===== src/rtl/mem_bus_pkg.sv =====
// -----------------------------------------------------------------------------
// mem_bus_pkg
// Shared definitions for the memory requester and its timeout timer:
//   - state_e   : requester FSM states (IDLE / REQ / RESP)
//   - RW_READ / RW_WRITE : encoding of cmd_rw and the bus RW line
//   - MEM_ADDR_W / MEM_DATA_W : default address and data widths
// No ports (package).
// -----------------------------------------------------------------------------
package mem_bus_pkg;

  // Default bus widths used as parameter defaults by the requester.
  localparam int unsigned MEM_ADDR_W = 8;
  localparam int unsigned MEM_DATA_W = 32;

  // Direction encoding shared by the command port and the memory bus.
  localparam logic RW_READ  = 1'b1;
  localparam logic RW_WRITE = 1'b0;

  // Requester FSM: one outstanding transaction at a time.
  typedef enum logic [1:0] {
    IDLE = 2'd0,
    REQ  = 2'd1,
    RESP = 2'd2
  } state_e;

endpackage : mem_bus_pkg


===== src/rtl/mem_req_timer.sv =====
// -----------------------------------------------------------------------------
// mem_req_timer
// Counts REQ cycles spent waiting for the memory controller. Only built when
// MEM_REQUESTER_TIMEOUT_EN is defined.
// Ports:
//   clk     in  clock, rising edge
//   reset   in  asynchronous active-low reset (counter -> 0)
//   clear   in  restart the count (asserted on the edge that enters REQ)
//   enable  in  a REQ cycle without ready; counts up by one
//   expired out this enabled cycle is the TIMEOUT-th waiting cycle
// -----------------------------------------------------------------------------
module mem_req_timer #(
  parameter int unsigned TIMEOUT = 15
) (
  input  logic clk,
  input  logic reset,
  input  logic clear,
  input  logic enable,
  output logic expired
);

  logic [7:0] count_q;
  logic [7:0] count_d;

  // Next count: clear wins, otherwise count waiting cycles, saturating at the top.
  always_comb begin
    count_d = count_q;
    if (clear) begin
      count_d = 8'd0;
    end else if (enable && (count_q != 8'hFF)) begin
      count_d = count_q + 8'd1;
    end else begin
      count_d = count_q;
    end
  end

  // Counter register.
  always_ff @(posedge clk or negedge reset) begin
    if (!reset) begin
      count_q <= 8'd0;
    end else begin
      count_q <= count_d;
    end
  end

  // The count holds the number of waiting cycles already completed, so the
  // TIMEOUT-th waiting cycle is the one where it equals TIMEOUT-1; the edge
  // closing that cycle is where the count would reach TIMEOUT.
  assign expired = enable && (count_q == 8'(TIMEOUT - 1));

endmodule : mem_req_timer


===== src/rtl/mem_requester.sv =====
// -----------------------------------------------------------------------------
// mem_requester
// Turns single commands (read/write) into a Valid/ready memory-bus transaction
// and returns one response per command. One transaction in flight at a time.
// Optional feature: define MEM_REQUESTER_TIMEOUT_EN to abort a REQ that waits
// TIMEOUT cycles for ready (response flagged with rsp_err=1).
// Ports:
//   clk, reset                 clock (rising edge) / async active-low reset
//   cmd_valid/cmd_ready        command handshake (cmd_ready high only in IDLE)
//   cmd_rw/cmd_addr/cmd_wdata  command direction, address, write data
//   rsp_valid/rsp_ready        response handshake
//   rsp_rdata/rsp_err          read data (0 for writes/timeouts) / timed out
//   Valid/RW/Addr              registered bus request, direction and address
//   Data_out/Data_oe           registered write data and its drive enable
//   Data_in/ready              bus read data / controller completion
// -----------------------------------------------------------------------------
module mem_requester
  import mem_bus_pkg::*;
#(
  parameter int unsigned ADDR_W  = MEM_ADDR_W,
  parameter int unsigned DATA_W  = MEM_DATA_W,
  parameter int unsigned TIMEOUT = 15
) (
  input  logic              clk,
  input  logic              reset,
  input  logic              cmd_valid,
  output logic              cmd_ready,
  input  logic              cmd_rw,
  input  logic [ADDR_W-1:0] cmd_addr,
  input  logic [DATA_W-1:0] cmd_wdata,
  output logic              rsp_valid,
  input  logic              rsp_ready,
  output logic [DATA_W-1:0] rsp_rdata,
  output logic              rsp_err,
  output logic              Valid,
  output logic              RW,
  output logic [ADDR_W-1:0] Addr,
  output logic [DATA_W-1:0] Data_out,
  output logic              Data_oe,
  input  logic [DATA_W-1:0] Data_in,
  input  logic              ready
);

  state_e              state_q, state_d;
  logic                valid_q, valid_d;
  logic                rw_q, rw_d;
  logic [ADDR_W-1:0]   addr_q, addr_d;
  logic [DATA_W-1:0]   data_out_q, data_out_d;
  logic                data_oe_q, data_oe_d;
  logic                rsp_valid_q, rsp_valid_d;
  logic [DATA_W-1:0]   rsp_rdata_q, rsp_rdata_d;
  logic                timeout_s;

`ifdef MEM_REQUESTER_TIMEOUT_EN
  logic clear_s;
  logic enable_s;
  logic rsp_err_q, rsp_err_d;

  // Restart on the accepting edge; count every REQ cycle that sees no ready.
  assign clear_s  = (state_q == IDLE) && cmd_valid;
  assign enable_s = (state_q == REQ) && !ready;

  mem_req_timer #(
    .TIMEOUT (TIMEOUT)
  ) u_timer (
    .clk     (clk),
    .reset   (reset),
    .clear   (clear_s),
    .enable  (enable_s),
    .expired (timeout_s)
  );

  // Error flag: set only when REQ ends by timeout (ready has priority).
  always_comb begin
    rsp_err_d = rsp_err_q;
    case (state_q)
      IDLE: begin
        rsp_err_d = 1'b0;
      end
      REQ: begin
        if (ready) begin
          rsp_err_d = 1'b0;
        end else if (timeout_s) begin
          rsp_err_d = 1'b1;
        end else begin
          rsp_err_d = rsp_err_q;
        end
      end
      RESP: begin
        if (rsp_ready) begin
          rsp_err_d = 1'b0;
        end else begin
          rsp_err_d = rsp_err_q;
        end
      end
      default: begin
        rsp_err_d = 1'b0;
      end
    endcase
  end

  // Error flag register.
  always_ff @(posedge clk or negedge reset) begin
    if (!reset) begin
      rsp_err_q <= 1'b0;
    end else begin
      rsp_err_q <= rsp_err_d;
    end
  end

  assign rsp_err = rsp_err_q;
`else
  // Without the timeout feature REQ waits for ready indefinitely.
  logic unused_timeout_s;
  assign unused_timeout_s = ^(32'(TIMEOUT));
  assign timeout_s        = 1'b0;
  assign rsp_err          = 1'b0;
`endif

  // FSM next state and next values of all registered bus/response outputs.
  always_comb begin
    state_d     = state_q;
    valid_d     = valid_q;
    rw_d        = rw_q;
    addr_d      = addr_q;
    data_out_d  = data_out_q;
    data_oe_d   = data_oe_q;
    rsp_valid_d = rsp_valid_q;
    rsp_rdata_d = rsp_rdata_q;
    case (state_q)
      IDLE: begin
        if (cmd_valid) begin
          // The bus registers double as the latched command; they are only
          // loaded here, so commands offered outside IDLE cannot disturb them.
          state_d = REQ;
          valid_d = 1'b1;
          rw_d    = cmd_rw;
          addr_d  = cmd_addr;
          if (cmd_rw == RW_WRITE) begin
            data_oe_d  = 1'b1;
            data_out_d = cmd_wdata;
          end else begin
            data_oe_d  = 1'b0;
            data_out_d = {DATA_W{1'b0}};
          end
        end else begin
          state_d = IDLE;
        end
      end
      REQ: begin
        if (ready) begin
          state_d     = RESP;
          valid_d     = 1'b0;
          data_oe_d   = 1'b0;
          data_out_d  = {DATA_W{1'b0}};
          rsp_valid_d = 1'b1;
          if (rw_q == RW_READ) begin
            rsp_rdata_d = Data_in;
          end else begin
            rsp_rdata_d = {DATA_W{1'b0}};
          end
        end else if (timeout_s) begin
          state_d     = RESP;
          valid_d     = 1'b0;
          data_oe_d   = 1'b0;
          data_out_d  = {DATA_W{1'b0}};
          rsp_valid_d = 1'b1;
          rsp_rdata_d = {DATA_W{1'b0}};
        end else begin
          state_d = REQ;
        end
      end
      RESP: begin
        // Response is held untouched until consumed; ready is ignored here.
        if (rsp_ready) begin
          state_d     = IDLE;
          rsp_valid_d = 1'b0;
        end else begin
          state_d = RESP;
        end
      end
      default: begin
        state_d     = IDLE;
        valid_d     = 1'b0;
        rw_d        = 1'b0;
        addr_d      = {ADDR_W{1'b0}};
        data_out_d  = {DATA_W{1'b0}};
        data_oe_d   = 1'b0;
        rsp_valid_d = 1'b0;
        rsp_rdata_d = {DATA_W{1'b0}};
      end
    endcase
  end

  // State and output registers; reset aborts any transaction immediately.
  always_ff @(posedge clk or negedge reset) begin
    if (!reset) begin
      state_q     <= IDLE;
      valid_q     <= 1'b0;
      rw_q        <= 1'b0;
      addr_q      <= {ADDR_W{1'b0}};
      data_out_q  <= {DATA_W{1'b0}};
      data_oe_q   <= 1'b0;
      rsp_valid_q <= 1'b0;
      rsp_rdata_q <= {DATA_W{1'b0}};
    end else begin
      state_q     <= state_d;
      valid_q     <= valid_d;
      rw_q        <= rw_d;
      addr_q      <= addr_d;
      data_out_q  <= data_out_d;
      data_oe_q   <= data_oe_d;
      rsp_valid_q <= rsp_valid_d;
      rsp_rdata_q <= rsp_rdata_d;
    end
  end

  assign cmd_ready = (state_q == IDLE);
  assign Valid     = valid_q;
  assign RW        = rw_q;
  assign Addr      = addr_q;
  assign Data_out  = data_out_q;
  assign Data_oe   = data_oe_q;
  assign rsp_valid = rsp_valid_q;
  assign rsp_rdata = rsp_rdata_q;

endmodule : mem_requester

===== config.mk =====
export PLATFORM = sky130hd
export DESIGN_NAME = mem_requester
export DESIGN_NICKNAME = d
export VERILOG_FILES = /design/src/rtl/mem_bus_pkg.sv /design/src/rtl/mem_req_timer.sv /design/src/rtl/mem_requester.sv
export SDC_FILE = /design/constraint.sdc
export NUM_CORES = 1
export LEC_CHECK = 0
export ABC_AREA = 1
export CORE_MARGIN = 1.5
export CORE_UTILIZATION = 42
export DETAILED_ROUTE_END_ITERATION = 8
export GPL_TIMING_DRIVEN = 0
export PLACE_DENSITY = 0.81
export SYNTH_ARGS = -nofsm -noshare
export SYNTH_HDL_FRONTEND = slang
export SYNTH_SLANG_ARGS = --single-unit
export TNS_END_PERCENT = 5

===== constraint.sdc =====
create_clock -name clk -period 1.7 [get_ports clk]
set_input_delay 0.34 -clock clk [delete_from_list [all_inputs] [get_ports clk]]
set_output_delay 0.34 -clock clk [all_outputs]
set_load 0.005 [all_outputs]

==> results.md <==
- R2r worst-path depth: 6
- CTS clk-pin slew, worst paths: 0.08 ns
- Max Clock Skew: 0.01136 ns
- Routed vias: 3,291
- Commonest non-fill, non-tap cell in the layout: clkdlybuf4s50_1
- Crit path to: rsp_rdata[12]
- RSZ-0062 raised after global routing: yes
- Fmax achieved: 630.9 MHz
- Fin cells: 700
- DRC viols: 0
- Power, Total: 8.159 mW
- Final Hold Viols: 0
- CTS max path bufs: 2
- Drt wl/cell: 12.95 µm
- Fill count: 673
- Max cap viols: 0
- DIE AREA: 0.008803 mm²
- Htree depth: 3
- Most frequent cells in the layout: clkdlybuf4s50_1, nand2_1, dfrtp_1, inv_1, nand3_1
- Synth top area cells: dfrtp_1, nand2_1, inv_1
- Largest net degree at the start of global routing: 64
- Overflow after GRT: 0
- WP data arrival: 1.84 ns
- Io pins: 156
- Routed WL: 9066 µm
- PwrDens: 1504 mW/mm²
- Leak: 2.642 nW
- Final Cycle Share: 93.23%
- Reg2reg end: rsp_rdata[12]
- Seq/Total Area, Yosys: 56.34%
- Syn Nets: 507
- Initial antenna violation count: 0
- CP Max Fanout: 10
- Root Buffer: clkbuf_8
- Total track usage: 21.36%
- VDD IR-drop max: 0.7977 mV
- Final WS setup: 0.1151 ns
- Initial drt markers: 161
- Worst r2r src: state_q[1]
- ANT nets after route: 0
- HPWL Detailed: 6675 µm
- Slew Limit Fails: 0
- Yosys top cell area share: 56.34%
- DP Cell Count: 681
- Register Area: 0.001952 mm²
- Initial Utilization: 44.15%
- First-pass GRT wire length: 14,790 µm
- Element type at the critical path end: flop
- GPL Wtd Cong: 0.7605
- Startpoint Class: flop
- Synth unique cells: 23
- Synthesized area: 0.003465 mm²
- Die Y: 93.83 µm
- First-pass iteration count of the detailed router: 4
- Multi-input gate area: 0.001217 mm²
- Final setup vio count: 0
- R2R setup slack: 0.12 ns
- PortBufs: 154
- CP required: 1.95 ns
- Share of layout cells above drive strength 1: 7.525%
- Layout Area Growth over Synthesis: 56.55%
- CTS Buf Count: 9
- Area leader, netlist: dfrtp_1
- Placeable Area: 0.007848 mm²
- Vias in the first global route: 3,154
- Ys Warns: 0
- Final nets: 676
- Hold crit path type: input pin to asynchronous set/reset pin
- Chip Width: 93.83 µm
- CTS tree: built
- Num Clock Sinks: 78
- Critical path class: flop to flop
- Syn Inst Count: 424
- Post-Syn Area per Cell: 8.171 µm²
- Worst Setup SP: state_q[1]
- #FFs+latches synth: 78
- N_diodes: 0
- Clk Latency, worst-skew pair: 0.34 ns
- Pre-CTS setup slack: -0.09956 ns
- Row Count: 32
- Vias/cell: 4.701
- Crit path time final: 1.585 ns
- Outcome: complete, no violations
[cell type report]
cell class	instances	share of cell area, %
clock buffer	11	2.422
sequential	78	35.99
inverter	51	3.529
tap	102	2.353
buffer	22	2.399
timing repair buffer	158	29.32
multi-input combinational	273	22.45
clock inverter	5	1.546
[stage by stage]
stage | hold slack [ns] | utilization, % | instance area (µm²) | TNS, ns
after floorplan | 0.04441 | - | 3465 | 0
after global placement | 0.4561 | 65.42 | 5134 | -189.62
after detailed placement | 0.2148 | 65.74 | 5159 | -2.621
after CTS | 0.3851 | 68.94 | 5410 | 0
after global routing | 0.4044 | 69.12 | 5424 | -0.1180
final | 0.3981 | 69.12 | 5424 | 0
[flip-flops by register name, summed over array words and instances (netlist names)]
name / flops
Data_out: 32
Valid: 1
Data_oe: 1
Addr: 8
state_q: 2
rsp_rdata: 32
rsp_valid: 1
RW: 1
[logic make-up after synthesis]
group           synth area share, %
compound gates                6.464
simple gates                  26.11
flops                         56.34
buf+inv                       9.173
fa+ha+maj                     1.806
other cells                  0.1082
[cell usage after synthesis]
| cell type | count |
|---|---|
| a21oi_1 | 2 |
| a21oi_2 | 1 |
| buf_1 | 5 |
| buf_2 | 6 |
| buf_4 | 6 |
| buf_6 | 1 |
| clkbuf_1 | 1 |
| clkbuf_2 | 2 |
| clkbuf_4 | 1 |
| conb_1 | 1 |
| dfrtp_1 | 78 |
| ha_1 | 5 |
| inv_1 | 50 |
| inv_2 | 1 |
| nand2_1 | 149 |
| nand2_2 | 2 |
| nand2_4 | 1 |
| nand3_1 | 35 |
| nand3_2 | 1 |
| nand4_1 | 2 |
| nor2_1 | 33 |
| o21ai_0 | 11 |
| o21ai_1 | 30 |
[how the worst min path moves through the flow]
stage	endpoint
floorplan	Addr[0]
global placement	Valid
detailed placement	rsp_rdata[25]
CTS	Data_out[28]
global route	Data_out[20]
finish	Data_out[28]
[power by group]
part / switching (mW) / internal, mW
clock: 0.667 / 0.831
combinational: 1.93 / 1.90
sequential: 0.360 / 2.47
total: 2.96 / 5.20
[critical path, cell delays in order, from the launching register on]
cell	delay, ns
dfrtp_1	0.41
buf_4	0.15
ha_1	0.24
nor2_1	0.19
nand2_4	0.13
clkbuf_2	0.21
o21ai_1	0.18
[layer usage]
layer	GRT usage, %	share of wire [%]
met1	27.52	43
met2	35.39	49
met3	4.369	6.8
met4	8.209	2.0
met5	0	0
[what timing repair did]
action	in CTS	in global routing
pin swaps	0	1
hold endpoints to repair	15	0
buffers inserted	2	0
resized for setup	5	4
hold buffers	1	0
setup endpoints to repair	21	23
Note: power is estimated with default switching activity, not from simulation.
